===== config.mk =====
export PLATFORM = sky130hd
export DESIGN_NAME = mario_jump_ctrl
export DESIGN_NICKNAME = d
export VERILOG_FILES = /design/src/rtl/mario_jump_ctrl_pkg.sv /design/src/rtl/mario_y_stepper.sv /design/src/rtl/mario_jump_ctrl.sv
export SDC_FILE = /design/constraint.sdc
export NUM_CORES = 1
export LEC_CHECK = 0
export ABC_AREA = 1
export BUFFER_PORTS_ARGS = -buffer_cell sky130_fd_sc_hd__buf_2
export CAP_MARGIN = 20
export CORE_ASPECT_RATIO = 0.7
export CORE_MARGIN = 2
export CORE_UTILIZATION = 35
export DETAILED_ROUTE_END_ITERATION = 10
export GPL_TIMING_DRIVEN = 0
export SYNTH_ARGS = -nofsm -noshare
export SYNTH_HDL_FRONTEND = slang
export SYNTH_SLANG_ARGS = --single-unit

===== constraint.sdc =====
create_clock -name clk -period 2.8 [get_ports clk]
set_clock_uncertainty 0.15 [all_clocks]
set_input_delay 0.56 -clock clk [delete_from_list [all_inputs] [get_ports clk]]
set_output_delay 0.56 -clock clk [all_outputs]
set_load 0.03 [all_outputs]

===== src/rtl/mario_jump_ctrl_pkg.sv =====
// ============================================================================
// Module      : mario_jump_ctrl_pkg
// Description : Shared state codes and default physics constants for Mario's
//               vertical motion controller and sprite renderer.
// Revision    : 1.0 - initial release
// ============================================================================
`default_nettype none

package mario_jump_ctrl_pkg;

    typedef enum logic [1:0] {
        ST_GROUND = 2'd0,
        ST_RISE   = 2'd1,
        ST_FALL   = 2'd2
    } mario_state_e;

    localparam int unsigned c_y_w      = 10;
    localparam int unsigned c_y_init   = 411;  // sprite bottom sits on floor row 440
    localparam int unsigned c_y_min    = 0;
    localparam int unsigned c_jump_v   = 12;
    localparam int unsigned c_max_fall = 8;
    localparam int unsigned c_vw       = 4;

endpackage

`default_nettype wire


===== src/rtl/mario_y_stepper.sv =====
// ============================================================================
// Module      : mario_y_stepper
// Description : Loadable pixel-step counter with an up/down Y register; moves
//               Y by one pixel per clk while steps remain (dir=1 moves down).
// Revision    : 1.0 - initial release
// ============================================================================
`default_nettype none

module mario_y_stepper
    import mario_jump_ctrl_pkg::*;
#(
    parameter int unsigned VW     = c_vw,
    parameter int unsigned Y_INIT = c_y_init
) (
    input  logic             clk,
    input  logic             rst,
    input  logic             load,
    input  logic [VW-1:0]    count,
    input  logic             dir,
    input  logic             stop,
    output logic [c_y_w-1:0] y,
    output logic             done
);

    localparam logic [VW-1:0]    c_cnt_one = VW'(1);
    localparam logic [c_y_w-1:0] c_y_one   = c_y_w'(1);

    logic [VW-1:0]    r_count;
    logic [c_y_w-1:0] r_y;

    // stop discards the remaining steps without moving, so the sprite halts
    // on the exact pixel where the stop condition was seen.
    always_ff @(posedge clk or posedge rst) begin
        if (rst) begin
            r_y     <= c_y_w'(Y_INIT);
            r_count <= '0;
        end else if (load) begin
            r_count <= count;
        end else if (r_count != '0) begin
            if (stop) begin
                r_count <= '0;
            end else begin
                r_y     <= dir ? (r_y + c_y_one) : (r_y - c_y_one);
                r_count <= r_count - c_cnt_one;
            end
        end
    end

    assign y    = r_y;
    assign done = (r_count == '0);

endmodule

`default_nettype wire


===== src/rtl/mario_jump_ctrl.sv =====
// ============================================================================
// Module      : mario_jump_ctrl
// Description : Vertical motion FSM for Mario: jump impulse and gravity per
//               frame tick, applied as single-pixel steps per clk.
//               Optional MARIO_JUMP_HOLD_EN: releasing jump ends the rise.
// Revision    : 1.0 - initial release
// ============================================================================
`default_nettype none

module mario_jump_ctrl
    import mario_jump_ctrl_pkg::*;
#(
    parameter int unsigned Y_INIT   = c_y_init,
    parameter int unsigned Y_MIN    = c_y_min,
    parameter int unsigned JUMP_V   = c_jump_v,
    parameter int unsigned MAX_FALL = c_max_fall,
    parameter int unsigned VW       = c_vw
) (
    input  logic             clk,
    input  logic             rst,
    input  logic             tick,
    input  logic             jump,
    input  logic             ground,
    output logic [c_y_w-1:0] mario_y,
    output logic [1:0]       state,
    output logic             busy
);

    localparam logic [VW-1:0]    c_jump_vel = VW'(JUMP_V);
    localparam logic [VW-1:0]    c_max_vel  = VW'(MAX_FALL);
    localparam logic [VW-1:0]    c_vel_one  = VW'(1);
    localparam logic [c_y_w-1:0] c_top_y    = c_y_w'(Y_MIN);

    mario_state_e     r_state;
    logic [VW-1:0]    r_vel;

    logic             w_done;
    logic [c_y_w-1:0] w_y;
    logic             w_tick_go;
    logic             w_at_top;
    logic             w_rise_end;
    logic [VW-1:0]    w_vel_dec;
    logic [VW-1:0]    w_vel_inc;
    logic             w_load;
    logic [VW-1:0]    w_count;
    logic             w_stop;
    logic             w_dir;

    // A tick arriving mid-step is dropped entirely.
    assign w_tick_go = tick & w_done;
    assign w_at_top  = (w_y == c_top_y);
    assign w_vel_dec = r_vel - c_vel_one;
    assign w_vel_inc = (r_vel >= c_max_vel) ? c_max_vel : (r_vel + c_vel_one);

`ifdef MARIO_JUMP_HOLD_EN
    assign w_rise_end = (w_vel_dec == '0) | ~jump;
`else
    assign w_rise_end = (w_vel_dec == '0);
`endif

    always_comb begin
        w_load  = 1'b0;
        w_count = '0;
        if (w_tick_go) begin
            case (r_state)
                ST_GROUND: begin
                    if (!ground) begin
                        w_load  = 1'b1;
                        w_count = c_vel_one;
                    end else if (jump) begin
                        w_load  = 1'b1;
                        w_count = c_jump_vel;
                    end
                end
                ST_RISE: begin
                    w_load  = 1'b1;
                    w_count = w_rise_end ? c_vel_one : w_vel_dec;
                end
                ST_FALL: begin
                    w_load  = 1'b1;
                    w_count = w_vel_inc;
                end
                default: begin
                    w_load  = 1'b0;
                    w_count = '0;
                end
            endcase
        end
    end

    // Rising ignores ground so bars are passable from below.
    assign w_stop = (r_state == ST_RISE) ? w_at_top :
                    (r_state == ST_FALL) ? ground   : 1'b0;
    assign w_dir  = (r_state == ST_FALL);

    always_ff @(posedge clk or posedge rst) begin
        if (rst) begin
            r_state <= ST_GROUND;
            r_vel   <= '0;
        end else if (w_tick_go) begin
            case (r_state)
                ST_GROUND: begin
                    if (!ground) begin
                        r_state <= ST_FALL;
                        r_vel   <= c_vel_one;
                    end else if (jump) begin
                        r_state <= ST_RISE;
                        r_vel   <= c_jump_vel;
                    end
                end
                ST_RISE: begin
                    if (w_rise_end) begin
                        r_state <= ST_FALL;
                        r_vel   <= c_vel_one;
                    end else begin
                        r_vel   <= w_vel_dec;
                    end
                end
                ST_FALL: begin
                    r_vel <= w_vel_inc;
                end
                default: begin
                    r_state <= ST_GROUND;
                    r_vel   <= '0;
                end
            endcase
        end else if (!w_done && w_stop) begin
            if (r_state == ST_RISE) begin
                r_state <= ST_FALL;
                r_vel   <= c_vel_one;
            end else begin
                r_state <= ST_GROUND;
                r_vel   <= '0;
            end
        end
    end

    mario_y_stepper #(
        .VW     (VW),
        .Y_INIT (Y_INIT)
    ) u_stepper (
        .clk   (clk),
        .rst   (rst),
        .load  (w_load),
        .count (w_count),
        .dir   (w_dir),
        .stop  (w_stop),
        .y     (w_y),
        .done  (w_done)
    );

    assign mario_y = w_y;
    assign state   = r_state;
    assign busy    = ~w_done;

endmodule

`default_nettype wire

After elaboration in Yosys (flattened, before gate mapping)
Cells that the tools add are included.
Widths: inputs -> output; s select.
{ "classes": {"bitwise": 4, "n_reduce_logical": 13, "magnitude_cmp": 1, "n_mux": 29, "addsub": 5, "eq_ne": 5} }
{ "op_table": {"columns": ["operator", "n"], "rows": [
  ["$mux 4", 12],
  ["$pmux 4 s3", 2],
  ["$mux 2", 6],
  ["$add 10x1->10 const B", 1],
  ["$logic_not 10->1", 1],
  ["$mux 10", 1],
  ["$sub 10x1->10 const B", 1],
  ["$logic_not 4->1", 2],
  ["$sub 4x1->4 const B", 2],
  ["$mux 1", 6],
  ["$pmux 2 s3", 1],
  ["$add 4x1->4 const B", 1],
  ["$ge 4x4->1 const B", 1],
  ["$ne 4x4->1 const B", 1],
  ["$reduce_and 4->1", 1],
  ["$reduce_bool 2->1", 2],
  ["$reduce_bool 4->1", 1],
  ["$ne 3x3->1 const B", 1],
  ["$not 1->1", 3],
  ["$reduce_and 3->1", 1],
  ["$eq 2x1->1 const B", 1],
  ["$eq 2x2->1 const B", 1],
  ["$logic_not 2->1", 1],
  ["$ne 2x2->1 const B", 1],
  ["other kinds (6)", 6]
]} }
{ "totals": {"out_inout_bits": 13, "reg_bits": 20} }

Depth between registers and ports, before layout
{ "logic_depth": {"depth_word": 6, "ltp_mapped": 13} }

Modules after synthesis
Synthesis repeated with hierarchy kept, for this count alone.
{ "hier_totals": {"hier_cells": 257, "area_unflattened_um2": 1815.5} }
{ "modules_own_cells": {"columns": ["mod", "n_inst", "area_per_inst_um2", "seq_area_each_um2", "cells_each"], "rows": [
  ["mario_y_stepper", 1, 1078.5, 357.8, 144],
  ["mario_jump_ctrl", 1, 737.0, 150.1, 113]
]} }

Least setup slack after synthesis
OpenSTA, ideal clock, no wires.
{ "synth_path": {"path_type": "register to register", "startpoint": "reg r_state[0], in the netlist state[0]", "endpoint": "reg u_stepper.r_y[5], in the netlist u_stepper.y[5]", "path_stages_with_launch": 10, "synth_period_minus_slack_ns": 2.419, "arrival_ns": 2.143, "setup_slack_ns": 0.381, "setup_time_ns": 0.126, "path_buffers": 0, "cell_sequence": "dfrtp_1 -> inv_1 -> ha_1 -> inv_1 -> ha_1 -> a21oi_1 -> nand2_1 -> a21oi_1 -> xor2_1 -> o21ai_0"} }
{ "synth_via": {"elab_chain_len": 6, "elab_cells_between_ends": 12, "classes_between": "2 x eq/ne; 5 x mux; 2 x bitwise; 3 x reduce/logical"} }
{ "synth_rtl": {"columns": ["element", "line_no", "text"], "rows": [
  ["start: declaration", "mario_jump_ctrl.sv:34", "mario_state_e r_state;"],
  ["start signal: assignment", "mario_jump_ctrl.sv:98", "r_state <= ST_GROUND;"],
  ["start signal: assignment", "mario_jump_ctrl.sv:104", "r_state <= ST_FALL;"],
  ["start signal: assignment", "mario_jump_ctrl.sv:107", "r_state <= ST_RISE;"],
  ["$eq 2x1->1 or $eq 2x2->1 (tied branches)", null, null],
  ["$reduce_or 2->1 (no line)", null, null],
  ["$pmux 1 s2", "mario_jump_ctrl.sv:65", "case (r_state)"],
  ["$mux 1", "mario_jump_ctrl.sv:64", "if (w_tick_go) begin"],
  ["$not 1->1 (no line)", null, null],
  ["$reduce_and 3->1 (no line)", null, null],
  ["end signal: assignment", "mario_y_stepper.sv:35", "r_y <= c_y_w'(Y_INIT);"],
  ["end signal: assignment", "mario_y_stepper.sv:43", "r_y <= dir ? (r_y + c_y_one) : (r_y - c_y_one);"],
  ["end: declaration", "mario_y_stepper.sv:29", "logic [c_y_w-1:0] r_y;"]
]} }
Parallel ways exist; a longest one is shown, timed or not.
A chain may end at the register's enable or synchronous reset.

Final worst setup path
Same ends and word-level chain as after synthesis.

==> flow_summary.ini <==
[yosys]
synth_seq_cells = 20
synth.avg_cell_area_sq_um = 7.40
syn_area_sq_um = 1790
synthSimpleGateAreaFrac_pct = 34.1
synth-xor-area-share_pct = 4.40
synthAdderAreaFrac_pct = 13.0
async_flop_share_pct = 100
synth_top_family_by_area = simple AND/OR/NAND/NOR gates
seq_area_frac_synth_pct = 28.4
synth_compound_area_share_pct = 10.8
synth_ff_type = dfrtp_1
syn_nets = 265
synth_edf_count = 0
netlist_instances = 242
ys_warn_count = 0
synthMuxAreaShare_pct = 0
ys_types = 32

[min_path]
hold_class = in -> async

[sta]
fin_crit_sh_pct = 90.0
worst_pin_slew_ps = 815
fmax_mhz = 397
setup_tns_ps = 0
relSlewSlack_pct = 45.6
setup-violations-final = 0
rsz0062_at_grt = false
min_period_ps = 2520
finalWorstSetupSlack_ps = 279
final_hold_viol_count = 0
final_max_slew_viol_count = 0

[floorplanning]
ios = 18
core-area_sq_um = 4860
row_count = 21
initial_core_util_pct = 36.8
die_w_um = 89.5
die-area_sq_um = 5710
die_height_um = 63.8

[place]
pre_cts_slack_ps = 172
finalWeightedCongestion = 0.872
port-buffer-count = 17
dp_hpwl_um = 3250

[route]
detail-route-antenna-nets = 0
drc_errors = 0
wl_per_cell_um = 11.9
drt_iter0_markers = 128
num_vias = 1581
routed_wl_um = 4000
routed_via_density = 4.71
dr.pass1.iters = 4

[outcome]
status = complete, no violations

[global_route]
met2_usage_pct = 20.7
grt_use_met3_pct = 2.71
grt_first_pass_wirelength_um = 6880
grt_use_total_pct = 15.6
grt_pass1_vias = 1455
grt_max_degree = 21
met1_usage_pct = 25.4
grt-busiest-layer = met1
grt_overflow = 0
antenna_found_initial = 0

[setup_path]
crit_path_start = state[0]
reg2reg_from = state[0]
max_stage_delay_ps = 450
path_delay_family = adder cells
cpMaxStageDelayCell = dfrtp_1
worstSetupPathType = reg -> reg
cp.arrival_ps = 2510
path_buf_inv = 4
startpoint_type = flip-flop
crit_chain = inv_1, ha_2, clkinvlp_4, buf_4, ha_1, a21oi_1, inv_1, a21oi_1, xor2_1, o21ai_0
worstSetupEndpointType = flip-flop
required_ps = 2790
worstPathMaxFanout = 5

[layout]
area_growth_pct = 14.7
drive_gt1_share_pct = 23.2
fin_util_pct = 42.2
diodes = 0
fin_nets = 291
nFillCells = 495

[cts]
cts_root_buf = clkbuf_8
max-clock-path-buffers = 2
cts_max_level = 1
path_clk_slew_ps = 70
tritoncts = yes
cts_buffers = 3
cts.sinks = 20
cts_hold_buf = 0
clkLatencyLatePin_ps = 260

[job]
drv_cap = 0
-- cell usage in the layout (no fill, tap or decap), types with 2 or more instances in the layout --
cell type  count
o21ai_2        4
nand2_1       75
clkbuf_8       4
nand2_4        6
nand3_1       12
o21ai_0        9
xnor2_1        5
nor2_1        15
dfstp_2        6
nand4_1        5
inv_1         28
nand2_2        3
o211ai_2       2
buf_2         17
xor2_1         4
ha_1          16
nor2_4         2
nor2_2         2
a21oi_1        9
dfrtp_1       14
o21ai_1        6
inv_2          4
nor3_1         2
buf_4          4
-- per-layer routing --
layer / up-vias / wire [um] / share of wire (%)
met4: 0 / 53 / 1.3
met5: - / 0 / 0
li1: 823 / - / -
met2: 41 / 1530 / 38
met3: 4 / 198 / 5.0
met1: 713 / 2220 / 56
-- repair_timing --
action,4_1_cts,5_1_grt
setup buffers,0,4
resized for setup,0,2
setup endpoints to repair,0,1
-- cells by family after synthesis --
logic type      after synthesis
xor+xnor                      9
compound gates               32
flops                        20
simple gates                126
buf+inv                      37
fa+ha+maj                    18
-- Yosys cell counts, types with 2 or more instances --
library cell	count	share of area, %
nand3_1	12	3.4
o21ai_1	6	1.7
inv_2	4	0.84
nand2_1	75	16
o211ai_2	2	1.4
a21oi_1	9	2.5
dfstp_2	6	8.8
xnor2_1	5	2.4
nor2_1	15	3.1
dfrtp_1	14	20
nor2_2	2	0.70
o21ai_2	4	2.0
nand4_1	5	1.7
nand2_2	3	1.0
inv_1	29	6.1
xor2_1	4	2.0
nand2_4	6	3.8
ha_1	17	12
o21ai_0	9	2.5
nor2_4	2	1.3
nor3_1	2	0.56
-- registers in the layout, summed over array words and instances (netlist names) --
register and count:
r_vel 4, u_stepper.y 10, state 2, u_stepper.r_count 4
-- final timing paths --
check                                  endpoint  slack [ps]  depth (start not counted)
max in group asynchronous              state[0]        1690                          2
min                        u_stepper.r_count[2]         300                          2
max reg2reg                      u_stepper.y[5]         280                         10
min in group clk                 u_stepper.y[8]         340                          2
max                              u_stepper.y[5]         280                         10
min reg2reg                      u_stepper.y[8]         340                          2
-- layout make-up --
class | count | area, sq um | area share (%)
buffer | 1 | 20.0 | 0.975
clock buffer | 4 | 55.1 | 2.68
inverter | 36 | 150 | 7.31
multi-input combinational | 185 | 1120 | 54.5
sequential | 20 | 508 | 24.7
tap | 69 | 86.3 | 4.20
timing repair buffer | 21 | 115 | 5.61
-- metrics by stage --
stage / instance area, sq um / hold slack, ps / instances
6_report: 2050 / 302 / 336
5_1_grt: 2050 / 373 / 336
4_1_cts: 2020 / 325 / 332
2_1_floorplan: 1790 / 334 / 242
3_5_place_dp: 1960 / 334 / 328
3_3_place_gp: 1960 / 332 / 328
-- worst reg2reg max path, stage by stage (launching register included) --
cell,delay (ps)
dfrtp_1,450
inv_1,110
ha_2,290
clkinvlp_4,160
buf_4,160
ha_1,320
a21oi_1,220
inv_1,90
a21oi_1,180
xor2_1,180
o21ai_0,90
Power is not shown: default switching activity piles up to over one toggle a cycle in this logic, so the estimate is an artifact.
